**config.mk**
```make
export PLATFORM = sky130hd
export DESIGN_NAME = multiplier_4x4
export DESIGN_NICKNAME = d
export VERILOG_FILES = /design/src/rtl/multiplier_4x4.sv
export SDC_FILE = /design/constraint.sdc
export NUM_CORES = 1
export LEC_CHECK = 0
export ABC_AREA = 1
export ABC_CLOCK_PERIOD_IN_PS = 800
export BUFFER_PORTS_ARGS = -buffer_cell sky130_fd_sc_hd__buf_4
export CAP_MARGIN = 15
export CORE_AREA = 2 2 39 41
export CTS_BUF_LIST = sky130_fd_sc_hd__clkbuf_4 sky130_fd_sc_hd__clkbuf_8
export DETAILED_ROUTE_END_ITERATION = 12
export DIE_AREA = 0 0 41 43
export GPL_TIMING_DRIVEN = 0
export HOLD_SLACK_MARGIN = 0.02
export PLACE_DENSITY = 0.67
export SYNTH_ARGS = -nofsm -noshare
export SYNTH_HDL_FRONTEND = slang
export SYNTH_SLANG_ARGS = --single-unit
```
**constraint.sdc**
```tcl
create_clock -name clk -period 0.8 [get_ports clk]
set_clock_uncertainty 0.1 [all_clocks]
set_input_delay 0.04 -clock clk [delete_from_list [all_inputs] [get_ports clk]]
set_output_delay 0.04 -clock clk [all_outputs]
set_load 0.1 [all_outputs]
```
**src/rtl/multiplier_4x4.sv**
```systemverilog
// multiplier_4x4: unsigned 4x4 array multiplier with a registered 8-bit product.
// Sixteen AND-gate partial products are reduced by three adder rows plus a
// final ripple stage (4 half adders, 8 full adders). The array result is
// captured on every rising clk edge, so the latency is one cycle.
//
// Ports:
//   clk      in   1  rising-edge clock
//   rst      in   1  asynchronous active-high reset; clears product
//   inp1     in   4  multiplicand, unsigned
//   inp2     in   4  multiplier, unsigned
//   product  out  8  registered inp1*inp2

// half_adder: sum/carry of two bits.
module half_adder (
  input  logic a,
  input  logic b,
  output logic s,
  output logic c
);
  assign s = a ^ b;
  assign c = a & b;
endmodule

// full_adder: sum/carry of three bits.
module full_adder (
  input  logic a,
  input  logic b,
  input  logic ci,
  output logic s,
  output logic co
);
  assign s  = a ^ b ^ ci;
  assign co = (a & b) | (ci & (a ^ b));
endmodule

module multiplier_4x4 (
  input  logic       clk,
  input  logic       rst,
  input  logic [3:0] inp1,
  input  logic [3:0] inp2,
  output logic [7:0] product
);

  // pp[i][j] has weight i+j
  logic [3:0][3:0] pp;
  logic [7:0]      prod_c;

  always_comb begin
    for (int i = 0; i < 4; i++)
      for (int j = 0; j < 4; j++)
        pp[i][j] = inp1[j] & inp2[i];
  end

  // Row 1: pp[0]>>1 + pp[1], weights 1..3
  logic s1b, s1c, c1a, c1b, c1c;
  half_adder ha1_w1 (.a(pp[0][1]), .b(pp[1][0]), .s(prod_c[1]), .c(c1a));
  half_adder ha1_w2 (.a(pp[0][2]), .b(pp[1][1]), .s(s1b),       .c(c1b));
  half_adder ha1_w3 (.a(pp[0][3]), .b(pp[1][2]), .s(s1c),       .c(c1c));

  // Row 2: add pp[2], weights 2..4 (pp[1][3] joins at weight 4)
  logic s2b, s2c, c2a, c2b, c2c;
  full_adder fa2_w2 (.a(pp[2][0]), .b(s1b),      .ci(c1a), .s(prod_c[2]), .co(c2a));
  full_adder fa2_w3 (.a(pp[2][1]), .b(s1c),      .ci(c1b), .s(s2b),       .co(c2b));
  full_adder fa2_w4 (.a(pp[2][2]), .b(pp[1][3]), .ci(c1c), .s(s2c),       .co(c2c));

  // Row 3: add pp[3], weights 3..5 (pp[2][3] joins at weight 5)
  logic s3b, s3c, c3a, c3b, c3c;
  full_adder fa3_w3 (.a(pp[3][0]), .b(s2b),      .ci(c2a), .s(prod_c[3]), .co(c3a));
  full_adder fa3_w4 (.a(pp[3][1]), .b(s2c),      .ci(c2b), .s(s3b),       .co(c3b));
  full_adder fa3_w5 (.a(pp[3][2]), .b(pp[2][3]), .ci(c2c), .s(s3c),       .co(c3c));

  // Final ripple, weights 4..7; the last carry-out is bit 7
  logic r4, r5;
  half_adder har_w4 (.a(s3b),      .b(c3a),                .s(prod_c[4]), .c(r4));
  full_adder far_w5 (.a(s3c),      .b(c3b), .ci(r4),       .s(prod_c[5]), .co(r5));
  full_adder far_w6 (.a(pp[3][3]), .b(c3c), .ci(r5),       .s(prod_c[6]), .co(prod_c[7]));

  assign prod_c[0] = pp[0][0];

  always_ff @(posedge clk or posedge rst) begin
    if (rst) product <= 8'h00;
    else     product <= prod_c;
  end

endmodule

```
## Word level (Yosys, flattened, before mapping)

Cells that the tools add are included.

| cells by class | value |
|---|---|
| bitwise gates (word level) | 64 |

Operators by type and width:

| kind | count |
|---|---|
| bitwise AND 1 bit | 36 |
| bitwise XOR 1 bit | 20 |
| bitwise OR 1 bit | 8 |

| word-level totals | value |
|---|---|
| register bits | 8 |
| word-level logic and storage cells | 65 |
| output and inout bits | 8 |

## Logic depth before layout (Yosys ltp)

| depth | value |
|---|---|
| word-level depth | 12 |
| mapped depth | 10 |

## Hierarchy

Synthesis repeated with hierarchy kept, for this count alone.

| unflattened totals | value |
|---|---|
| cell total of the unflattened synthesis | 53 |
| area total of the unflattened synthesis | 534.3 µm² |

Modules (own cells, without submodules):

| module | area each (µm²) | cells each | times used |
|---|---|---|---|
| multiplier_4x4 | 324.1 | 41 | 1 |
| full_adder | 20.0 | 1 | 8 |
| half_adder | 12.5 | 1 | 4 |

## Worst setup path after synthesis

OpenSTA, ideal clock, no wires.

| path | value |
|---|---|
| kind | input -> register |
| start | input inp2[0] |
| end | register product[6] |
| arrival time | 2,314 ps |
| data required time | 565 ps |
| buffers on the path | 0 |
| slack | -1,749 ps |
| cell stages on the path | 10 |
| library setup time | 135 ps |
| cell sequence | nand2_1 inv_1 ha_1 inv_1 fa_1 inv_1 fa_1 ha_1 fa_1 fa_1 |

| on the way | value |
|---|---|
| longest elaborated chain between the ends | 11 |

Ends and longest elaborated chain:

| item | RTL line | source |
|---|---|---|
| start, declared | 40 | `input logic [3:0] inp2,` |
| bitwise AND 1 bit | 51 | `pp[i][j] = inp1[j] & inp2[i];` |
| bitwise XOR 1 bit | 20 | `assign s = a ^ b;` |
| bitwise XOR 1 bit, on equally long branches | 33, 32 |  |
| bitwise AND 1 bit or bitwise XOR 1 bit (tied branches) | 33, 32 |  |
| bitwise OR 1 bit or bitwise XOR 1 bit (tied branches) | 33 | `assign co = (a & b) \| (ci & (a ^ b));` |
| bitwise AND 1 bit | 33 |  |
| bitwise OR 1 bit | 33 |  |
| bitwise AND 1 bit or bitwise XOR 1 bit (tied branches) | 21, 33 |  |
| bitwise AND 1 bit | 33 |  |
| bitwise OR 1 bit | 33 |  |
| bitwise XOR 1 bit (*) | 32 | `assign s = a ^ b ^ ci;` |
| named net far_w6.s | 29 | `output logic s,` |
| end signal, assigned | 82 | `else product <= prod_c;` |
| end, declared | 41 | `output logic [7:0] product` |

Mark *: on every way through the listed nets, which the timed path passes. The rest lies on a longest branch.

## Worst setup path after layout

| path | value |
|---|---|
| start | input inp2[1] |
| end | register product[6] |

The elaborated chain is that of the path after synthesis.

==> impl_metrics.py <==
metrics = {
    "outcome": {
        "status": "finished with violations",
        "violations": "negative hold slack, negative setup slack",
    },
    "cts": {
        "cts_made_buffers": 3,
        "clk_pin_slew_ps": 60,
        "clock_path_buffers": 2,
        "cts_tree": "done",
        "htree_levels": 1,
        "ctsHoldBuffers": 2,
        "clock_sinks": 8,
        "root_buffer": "clkbuf_4",
    },
    "timing": {
        "setup_viol": 14,
        "fin_crit_sh_pct": 292.6,
        "fmax_ghz": 0.4272,
        "finalHoldViolCount": 1,
        "min_period_ps": 2341,
        "report.final.slew_viol_count": 0,
        "relSlewSlack_pct": 81.45,
        "worst_pin_slew_ps": 277.9,
        "layout_setup_ws_ps": -1541,
        "whs_ps": -6.441,
        "rsz0062_at_grt": "true",
    },
    "critical_path": {
        "endpoint": "product[6]",
        "criticalPathCategory": "in -> reg",
        "worstPathMaxFanout": 4,
        "start_kind": "input port",
        "end_kind": "flip-flop",
        "cp.required_ps": 820,
        "cp.arrival_ps": 2360,
        "crit_start": "inp2[1]",
    },
    "synthesis": {
        "synthDistinctLibCells": 5,
        "syn_avg_cell_area_um2": 9.850,
        "syn_area_um2": 541.8,
        "ys_seq_elements": 8,
        "ys_seq_area_share_pct": 36.95,
        "synthesis.nets": 77,
        "postSynthCellCount": 55,
        "ys_warn_count": 0,
    },
    "die": {
        "start_util_pct": 39.15,
        "die_h_um": 43,
        "rows": 14,
        "ios": 18,
        "die_x_um": 41,
        "design.die.area_um2": 1763,
        "core_um2": 1384,
    },
    "cells_and_area": {
        "design_area_um2": 999.7,
        "register_area_um2": 209.0,
        "layout-drive-gt1-share_pct": 65.06,
        "utilization_pct": 72.24,
        "reg.largest.list": "product: 8 flops",
        "fin_nets": 106,
        "largest_reg_flops": 8,
        "multi_input_area_um2": 360.3,
        "fillers": 92,
        "regMostFlops": "product",
        "layout_commonest_cell": "nand2_1",
        "layout_common_cells": "nand2_1, inv_1, buf_4",
        "area_delta_synth_final_pct": 84.53,
        "diodes": 0,
    },
    "pwr": {
        "ir_worst_vdd_v": 0.001104,
        "power_mw": 2.150,
        "leakage_nw": 0.5192,
        "power.density_nw_per_um2": 2150,
    },
    "global_routing": {
        "globalRoute.busiestLayer": "met2",
        "antenna_found_initial": 0,
        "grt_overflow": 0,
        "grt_max_degree": 9,
        "gr-usage-met2_pct": 29.69,
        "grt_pass1_wl_um": 1849,
        "gr-usage-all-layers_pct": 16.82,
        "grt_pass1_vias": 482,
        "grtUsageMet3_pct": 1.571,
        "met1_usage_pct": 14.53,
    },
    "route": {
        "ant_nets": 0,
        "drc": 0,
        "vias": 434,
        "vias_per_cell": 4.384,
        "dr.pass1.iters": 1,
        "wl_per_cell_um": 10.51,
        "drt_wl_total_um": 1040,
        "drt-initial-drc-count": 0,
    },
    "flow_run": {
        "cap_violations": 0,
    },
    "place": {
        "gp_congestion": 0.7352,
        "io_buffers": 17,
        "dpl_cell_area_um2": 763.2,
        "place_hpwl_um": 818.9,
        "place_ws_ps": -1876,
    },
    "hold_path": {
        "min_path_type": "in -> reg",
    },
}
==> report_power, final <==
group | switching, mW | internal [mW] | leakage (nW)
clock network | 0.129 | 0.224 | 0.0184
logic | 0.786 | 0.453 | 0.410
registers | 0.0609 | 0.496 | 0.0906
==> synthesized netlist by cell type, drive strengths merged <==
library cell	number	share of area [%]
nand2	16	11
ha	4	9.2
dfrtp	8	37
fa	8	30
inv	19	13
==> routing by layer <==
layer / wire length [µm] / vias up / part of all wire [%]
li1: - / 205 / -
met1: 354 / 211 / 34
met2: 605 / 16 / 58
met3: 56 / 2 / 5.4
met4: 23 / 0 / 2.2
met5: 0 / - / 0
==> how the worst min path moves through the flow <==
| stage | from | end | slack (ps) | cells past startpoint |
|---|---|---|---|---|
| 2_1_floorplan | rst | product[6] | -240 | 1 |
| 5_1_grt | inp2[0] | product[0] | 4 | 4 |
| 3_3_place_gp | rst | product[6] | -110 | 2 |
| 3_5_place_dp | rst | product[6] | -100 | 2 |
| 4_1_cts | inp2[0] | product[0] | -20 | 4 |
| 6_report | inp2[0] | product[0] | -6 | 4 |
==> layout make-up <==
cell class	count	share of cell area, %
multi-input cells	28	36.05
repair buffers	24	30.41
flip-flops and latches	8	20.90
inverters	19	7.635
clock buffers	4	3.004
well taps	16	2.003
==> stage by stage <==
step | hold WS [ps] | TNS (ps) | std cells
finish | -6.441 | -7264 | 99
global route | 3.814 | -7763 | 99
CTS | -19.14 | -7327 | 97
detailed placement | -99.99 | -7836 | 88
global placement | -110.2 | -7730 | 88
floorplan | -244.8 | -6811 | 55
==> logic make-up after synthesis <==
logic type                 synth area share [%]
DFF                                       36.95
buffers and inverters                     13.16
and+or+nand+nor                           11.09
adders and majority gates                 38.80
==> worst max-delay path, cell delays in order <==
cell	delay, ps
buf_8	100
nand2_4	60
inv_4	30
ha_4	250
inv_2	30
fa_2	520
inv_2	40
fa_2	350
ha_4	170
fa_2	330
fa_1	430
==> what timing repair did <==
item | in CTS | in global routing
setup buffers | 3 | 2
pin swaps | 13 | 10
gates resized for setup | 27 | 12
endpoints found under the setup margin | 14 | 14
hold endpoints to repair | 9 | 1
(Power assumes the default switching activity.)
